<file path="config.mk">
export PLATFORM = sky130hd
export DESIGN_NAME = alu_share_arbiter
export DESIGN_NICKNAME = d
export VERILOG_FILES = /design/src/rtl/alu_share_arbiter.sv
export SDC_FILE = /design/constraint.sdc
export NUM_CORES = 1
export LEC_CHECK = 0
export BUFFER_PORTS_ARGS = -buffer_cell sky130_fd_sc_hd__buf_4
export CORE_AREA = 3 3 124 126
export CTS_CLUSTER_DIAMETER = 150
export DETAILED_ROUTE_END_ITERATION = 10
export DIE_AREA = 0 0 127 129
export GPL_ROUTABILITY_DRIVEN = 0
export HOLD_SLACK_MARGIN = 0.1
export MAX_ROUTING_LAYER = met4
export PLACE_DENSITY = 0.7
export SYNTH_ARGS = -nofsm -noshare
export SYNTH_HDL_FRONTEND = slang
export SYNTH_SLANG_ARGS = --single-unit
</file>
<file path="constraint.sdc">
create_clock -name clk -period 2.71 [get_ports clk]
set_input_delay 0.271 -clock clk [delete_from_list [all_inputs] [get_ports clk]]
set_output_delay 0.271 -clock clk [all_outputs]
set_load 0.05 [all_outputs]
</file>
<file path="src/rtl/alu_share_arbiter.sv">
// Round-robin arbiter sharing one registered ALU between the EX issue path (0) and the branch helper (1).
// Optional per-requester grant counters are enabled by defining ALU_SHARE_ARB_GRANT_CNT_EN.
module alu_share_arbiter #(
    parameter int WIDTH   = 32,
    parameter int LATENCY = 1,
    parameter int CNT_W   = 16
) (
    input  logic             clk,
    input  logic             rst,
    input  logic             req_valid_0,
    input  logic             req_valid_1,
    output logic             req_ready_0,
    output logic             req_ready_1,
    input  logic [5:0]       req_opcode_0,
    input  logic [5:0]       req_opcode_1,
    input  logic [5:0]       req_func_0,
    input  logic [5:0]       req_func_1,
    input  logic [4:0]       req_sa_0,
    input  logic [4:0]       req_sa_1,
    input  logic [WIDTH-1:0] req_a_0,
    input  logic [WIDTH-1:0] req_a_1,
    input  logic [WIDTH-1:0] req_b_0,
    input  logic [WIDTH-1:0] req_b_1,
    output logic             resp_valid_0,
    output logic             resp_valid_1,
    input  logic             resp_ready_0,
    input  logic             resp_ready_1,
    output logic [WIDTH-1:0] resp_result,
    output logic             resp_zero,
    output logic [WIDTH-1:0] alu_first,
    output logic [WIDTH-1:0] alu_second,
    output logic [5:0]       alu_opcode,
    output logic [5:0]       alu_func,
    output logic [4:0]       alu_sa,
    input  logic [WIDTH-1:0] alu_result,
    input  logic             alu_zero,
    output logic             busy
`ifdef ALU_SHARE_ARB_GRANT_CNT_EN
   ,output logic [CNT_W-1:0] grant_cnt_0,
    output logic [CNT_W-1:0] grant_cnt_1
`endif
);

    typedef enum logic [1:0] {IDLE, EXEC, RESP} state_t;

    state_t           state_q, state_d;
    logic             rr_ptr_q, rr_ptr_d;
    logic             owner_q, owner_d;
    logic [2:0]       cnt_q, cnt_d;
    logic [WIDTH-1:0] alu_first_q, alu_first_d;
    logic [WIDTH-1:0] alu_second_q, alu_second_d;
    logic [5:0]       alu_opcode_q, alu_opcode_d;
    logic [5:0]       alu_func_q, alu_func_d;
    logic [4:0]       alu_sa_q, alu_sa_d;
    logic [WIDTH-1:0] resp_result_q, resp_result_d;
    logic             resp_zero_q, resp_zero_d;

    logic [1:0]       vld, rdy, rsp_vld, rsp_rdy;
    logic             grant_sel;
    logic             accept;

    assign vld     = {req_valid_1, req_valid_0};
    assign rsp_rdy = {resp_ready_1, resp_ready_0};
    // Contention goes to rr_ptr; a lone requester wins outright.
    assign grant_sel = (vld == 2'b11) ? rr_ptr_q : vld[1];

    always_comb begin
        state_d       = state_q;
        rr_ptr_d      = rr_ptr_q;
        owner_d       = owner_q;
        cnt_d         = cnt_q;
        alu_first_d   = alu_first_q;
        alu_second_d  = alu_second_q;
        alu_opcode_d  = alu_opcode_q;
        alu_func_d    = alu_func_q;
        alu_sa_d      = alu_sa_q;
        resp_result_d = resp_result_q;
        resp_zero_d   = resp_zero_q;
        rdy           = 2'b00;
        rsp_vld       = 2'b00;
        accept        = 1'b0;
        case (state_q)
            IDLE: begin
                if (|vld) begin
                    accept         = 1'b1;
                    rdy[grant_sel] = 1'b1;
                    owner_d        = grant_sel;
                    cnt_d          = 3'(LATENCY);
                    state_d        = EXEC;
                    if (grant_sel) begin
                        alu_first_d  = req_a_1;
                        alu_second_d = req_b_1;
                        alu_opcode_d = req_opcode_1;
                        alu_func_d   = req_func_1;
                        alu_sa_d     = req_sa_1;
                    end else begin
                        alu_first_d  = req_a_0;
                        alu_second_d = req_b_0;
                        alu_opcode_d = req_opcode_0;
                        alu_func_d   = req_func_0;
                        alu_sa_d     = req_sa_0;
                    end
                end
            end
            EXEC: begin
                if (cnt_q == 3'd0) begin
                    resp_result_d = alu_result;
                    resp_zero_d   = alu_zero;
                    state_d       = RESP;
                end else begin
                    cnt_d = cnt_q - 3'd1;
                end
            end
            RESP: begin
                rsp_vld[owner_q] = 1'b1;
                if (rsp_rdy[owner_q]) begin
                    state_d  = IDLE;
                    rr_ptr_d = ~owner_q;
                end
            end
            default: state_d = IDLE;
        endcase
    end

    always_ff @(posedge clk) begin
        if (rst) begin
            state_q       <= IDLE;
            rr_ptr_q      <= 1'b0;
            owner_q       <= 1'b0;
            cnt_q         <= '0;
            alu_first_q   <= '0;
            alu_second_q  <= '0;
            alu_opcode_q  <= '0;
            alu_func_q    <= '0;
            alu_sa_q      <= '0;
            resp_result_q <= '0;
            resp_zero_q   <= 1'b0;
        end else begin
            state_q       <= state_d;
            rr_ptr_q      <= rr_ptr_d;
            owner_q       <= owner_d;
            cnt_q         <= cnt_d;
            alu_first_q   <= alu_first_d;
            alu_second_q  <= alu_second_d;
            alu_opcode_q  <= alu_opcode_d;
            alu_func_q    <= alu_func_d;
            alu_sa_q      <= alu_sa_d;
            resp_result_q <= resp_result_d;
            resp_zero_q   <= resp_zero_d;
        end
    end

`ifdef ALU_SHARE_ARB_GRANT_CNT_EN
    logic [1:0][CNT_W-1:0] gcnt_q, gcnt_d;

    always_comb begin
        gcnt_d = gcnt_q;
        if (accept && !(&gcnt_q[grant_sel]))
            gcnt_d[grant_sel] = gcnt_q[grant_sel] + 1'b1;
    end

    always_ff @(posedge clk) begin
        if (rst) gcnt_q <= '0;
        else     gcnt_q <= gcnt_d;
    end

    assign grant_cnt_0 = gcnt_q[0];
    assign grant_cnt_1 = gcnt_q[1];
`endif

    assign req_ready_0  = rdy[0];
    assign req_ready_1  = rdy[1];
    assign resp_valid_0 = rsp_vld[0];
    assign resp_valid_1 = rsp_vld[1];
    assign resp_result  = resp_result_q;
    assign resp_zero    = resp_zero_q;
    assign alu_first    = alu_first_q;
    assign alu_second   = alu_second_q;
    assign alu_opcode   = alu_opcode_q;
    assign alu_func     = alu_func_q;
    assign alu_sa       = alu_sa_q;
    assign busy         = (state_q != IDLE);

endmodule

</file>
==> results.json <==
{
  "status": "completed",
  "crit_required_ns": 2.44,
  "yosysWarnings": 0,
  "path_cells": "nor2_8, buf_6, nand3_1, inv_1, buf_4",
  "cts_tree": "built",
  "core-area_um2": 14400,
  "grt_pass1_wl_um": 31300,
  "synthesis.area_um2": 5320,
  "fin_util_pct": 60.0,
  "synthAdderAreaFrac_pct": 0.471,
  "ir_drop_uv": 386,
  "cp_slowest_stage_delay_ns": 0.44,
  "rsz0062_at_grt": "no",
  "rows": 44,
  "ys_async_sr_fraction_pct": 0,
  "powerDensity_nw_per_um2": 748,
  "synth_simple_gate_area_share_pct": 20.6,
  "wl_um": 20300,
  "grt_pass1_vias": 6038,
  "cp-end-kind": "output pin",
  "worst_slack_ns": 0.332,
  "final-hold-violation-count": 0,
  "clock.fmax_mhz": 421,
  "root_buffer": "clkbuf_16",
  "crit_arrival_ns": 2.11,
  "fin_skew_ns": 0.0109,
  "place_ws_ns": 0.605,
  "syn-num-nets": 836,
  "synth_top_family_by_area": "compound AO/OA/AOI/OAI gates",
  "clock_path_buffers": 2,
  "critPathSlowestCell": "dfxtp_1",
  "start_util_pct": 36.8,
  "cp_num_buf_inv": 3,
  "grt_max_degree": 59,
  "h-tree-depth": 4,
  "worstPathMaxFanout": 58,
  "power_mw": 6.47,
  "fin_nets": 1147,
  "yosysSeqAreaShare_pct": 45.6,
  "die-area_um2": 16400,
  "min_period_over_period_pct": 87.7,
  "final_cell_mix": "337 x buf_4, 121 x dfxtp_1, 70 x a21oi_1",
  "dpl.hpwl_um": 13700,
  "critPathKind": "register to output pin",
  "layout_commonest_cell": "buf_4",
  "period_minus_slack_ns": 2.38,
  "ant_nets": 0,
  "clk_pin_slew_ns": 0.06,
  "synthMuxAreaShare_pct": 0.188,
  "synth_edf_count": 0,
  "synth_cell_types": 43,
  "path_delay_family": "buffers and inverters",
  "maxSlewHeadroom_pct": 58.7,
  "max_cap_violations": 0,
  "cts.sink_count": 121,
  "avgSynthCellArea_um2": 8.40,
  "die_w_um": 127,
  "drive_gt1_share_pct": 39.6,
  "insertion_delay_ns": 0.41,
  "io_buffers": 319,
  "p_leak_nw": 3.67,
  "synth_ff_type": "dfxtp_1",
  "cts_setup_buffers": 0,
  "dr_total_vias": 6219,
  "syn_to_final_growth_pct": 62.9,
  "synth_compound_area_share_pct": 26.5,
  "drt_iter0_drc": 374,
  "syn_inst": 633,
  "worst_pin_slew_ns": 0.620,
  "nFillCells": 1274,
  "drcViolationCount": 0,
  "cts_buffers": 17,
  "worstHoldPathType": "primary input to register",
  "wl_per_cell_um": 17.8,
  "slew_violations": 0,
  "die_h_um": 129,
  "diodes": 0,
  "setup_viol": 0,
  "ys_ff_latch": 121,
  "io_pins": 320,
  "synthXorXnorAreaFrac_pct": 0,
  "gr-total-overflow": 0,
  "post_drt_via_cell_ratio": 5.45,
  "grt.total_usage_pct": 24.3,
  "critPathLaunchType": "register",
  "antenna_found_initial": 0,
  "firstDrtPassIters": 7,
  "tns_ns": 0
}
-- report_power, final --
group | leakage, nW | internal (mW) | switching (mW)
Combinational | 2.40 | 0.759 | 1.45
Sequential | 0.996 | 2.00 | 0.131
Clock | 0.272 | 1.29 | 0.850
Total | 3.67 | 4.04 | 2.43
-- kinds of logic (layout without fill, tap and decap cells) --
family / Yosys count / count (layout)
AO/OA/AOI/OAI: 225 / 225
adder cells (fa/ha/maj): 2 / 2
buffers and inverters: 82 / 406
flip-flops: 121 / 121
multiplexers: 1 / 1
AND/OR/NAND/NOR: 202 / 202
-- through the flow --
| step | cells | hold slack [ns] | cell area (µm²) |
|---|---|---|---|
| floorplan | 633 | 0.407 | 5320 |
| global placement | 1078 | 0.443 | 7780 |
| detailed placement | 1078 | 0.448 | 7780 |
| CTS | 1141 | 0.101 | 8650 |
| global route | 1141 | 0.110 | 8660 |
| finish | 1141 | 0.118 | 8660 |
-- cell usage after synthesis, types with 12 or more instances --
cell type	count	share of area, %
buf_2	21	2.0
a221o_1	17	3.2
nand2_1	67	4.7
nand4_1	31	3.6
a311oi_1	33	5.4
nor4b_1	18	3.0
clkbuf_1	41	2.9
a31oi_1	31	3.6
o21ai_1	30	2.8
nand3_1	65	6.1
dfxtp_1	121	46
a21oi_1	70	6.6
o21ai_0	35	3.3
buf_1	12	0.85
-- repair_timing --
| action | CTS | global route |
|---|---|---|
| endpoints found under the setup margin | 0 | 1 |
| gates resized for setup | 0 | 1 |
| endpoints found under the hold margin | 31 | 0 |
| hold buffers | 31 | 0 |
-- worst min-delay path, cell delays in order --
cell	delay, ns
buf_4	0.11
nand2_1	0.05
a21oi_1	0.05
-- final timing paths --
| kind | from | cells past startpoint | to | slack, ns |
|---|---|---|---|---|
| max | state_q[1]$_SDFFE_PP0P_ | 5 | req_ready_1 | 0.33 |
| min | alu_result[28] | 3 | resp_result[28]$_SDFFE_PP0P_ | 0.12 |
| max reg2reg | state_q[1]$_SDFFE_PP0P_ | 5 | owner_q$_SDFFE_PP0P_ | 0.81 |
| min reg2reg | resp_result[12]$_SDFFE_PP0P_ | 2 | resp_result[12]$_SDFFE_PP0P_ | 0.45 |
-- flip-flops by register name (all words and copies together) (netlist names) --
signal,count
alu_first,32
alu_func,6
alu_opcode,6
alu_sa,5
alu_second,32
cnt_q,3
owner_q,1
resp_result,32
resp_zero,1
rr_ptr_q,1
state_q,2
-- metal layers --
| layer | global-route usage (%) | vias to the layer above | wire, µm |
|---|---|---|---|
| met2 | 39.0 | 280 | 10000 |
| met3 | 6.56 | 30 | 1810 |
| li1 | - | 3011 | - |
| met1 | 29.5 | 2898 | 8020 |
| met4 | 8.64 | 0 | 413 |
| met5 | - | - | 0 |
-- final cells by class --
| type | count | area, µm² | share of cell area [%] |
|---|---|---|---|
| clock buffer | 18 | 439 | 5.07 |
| clock inverter | 14 | 125 | 1.45 |
| inverter | 5 | 21.3 | 0.246 |
| multi-input combinational | 430 | 2570 | 29.7 |
| sequential | 121 | 2420 | 28.0 |
| tap | 184 | 230 | 2.66 |
| timing repair buffer | 369 | 2850 | 32.9 |
Power figures use the tool's default switching activity.
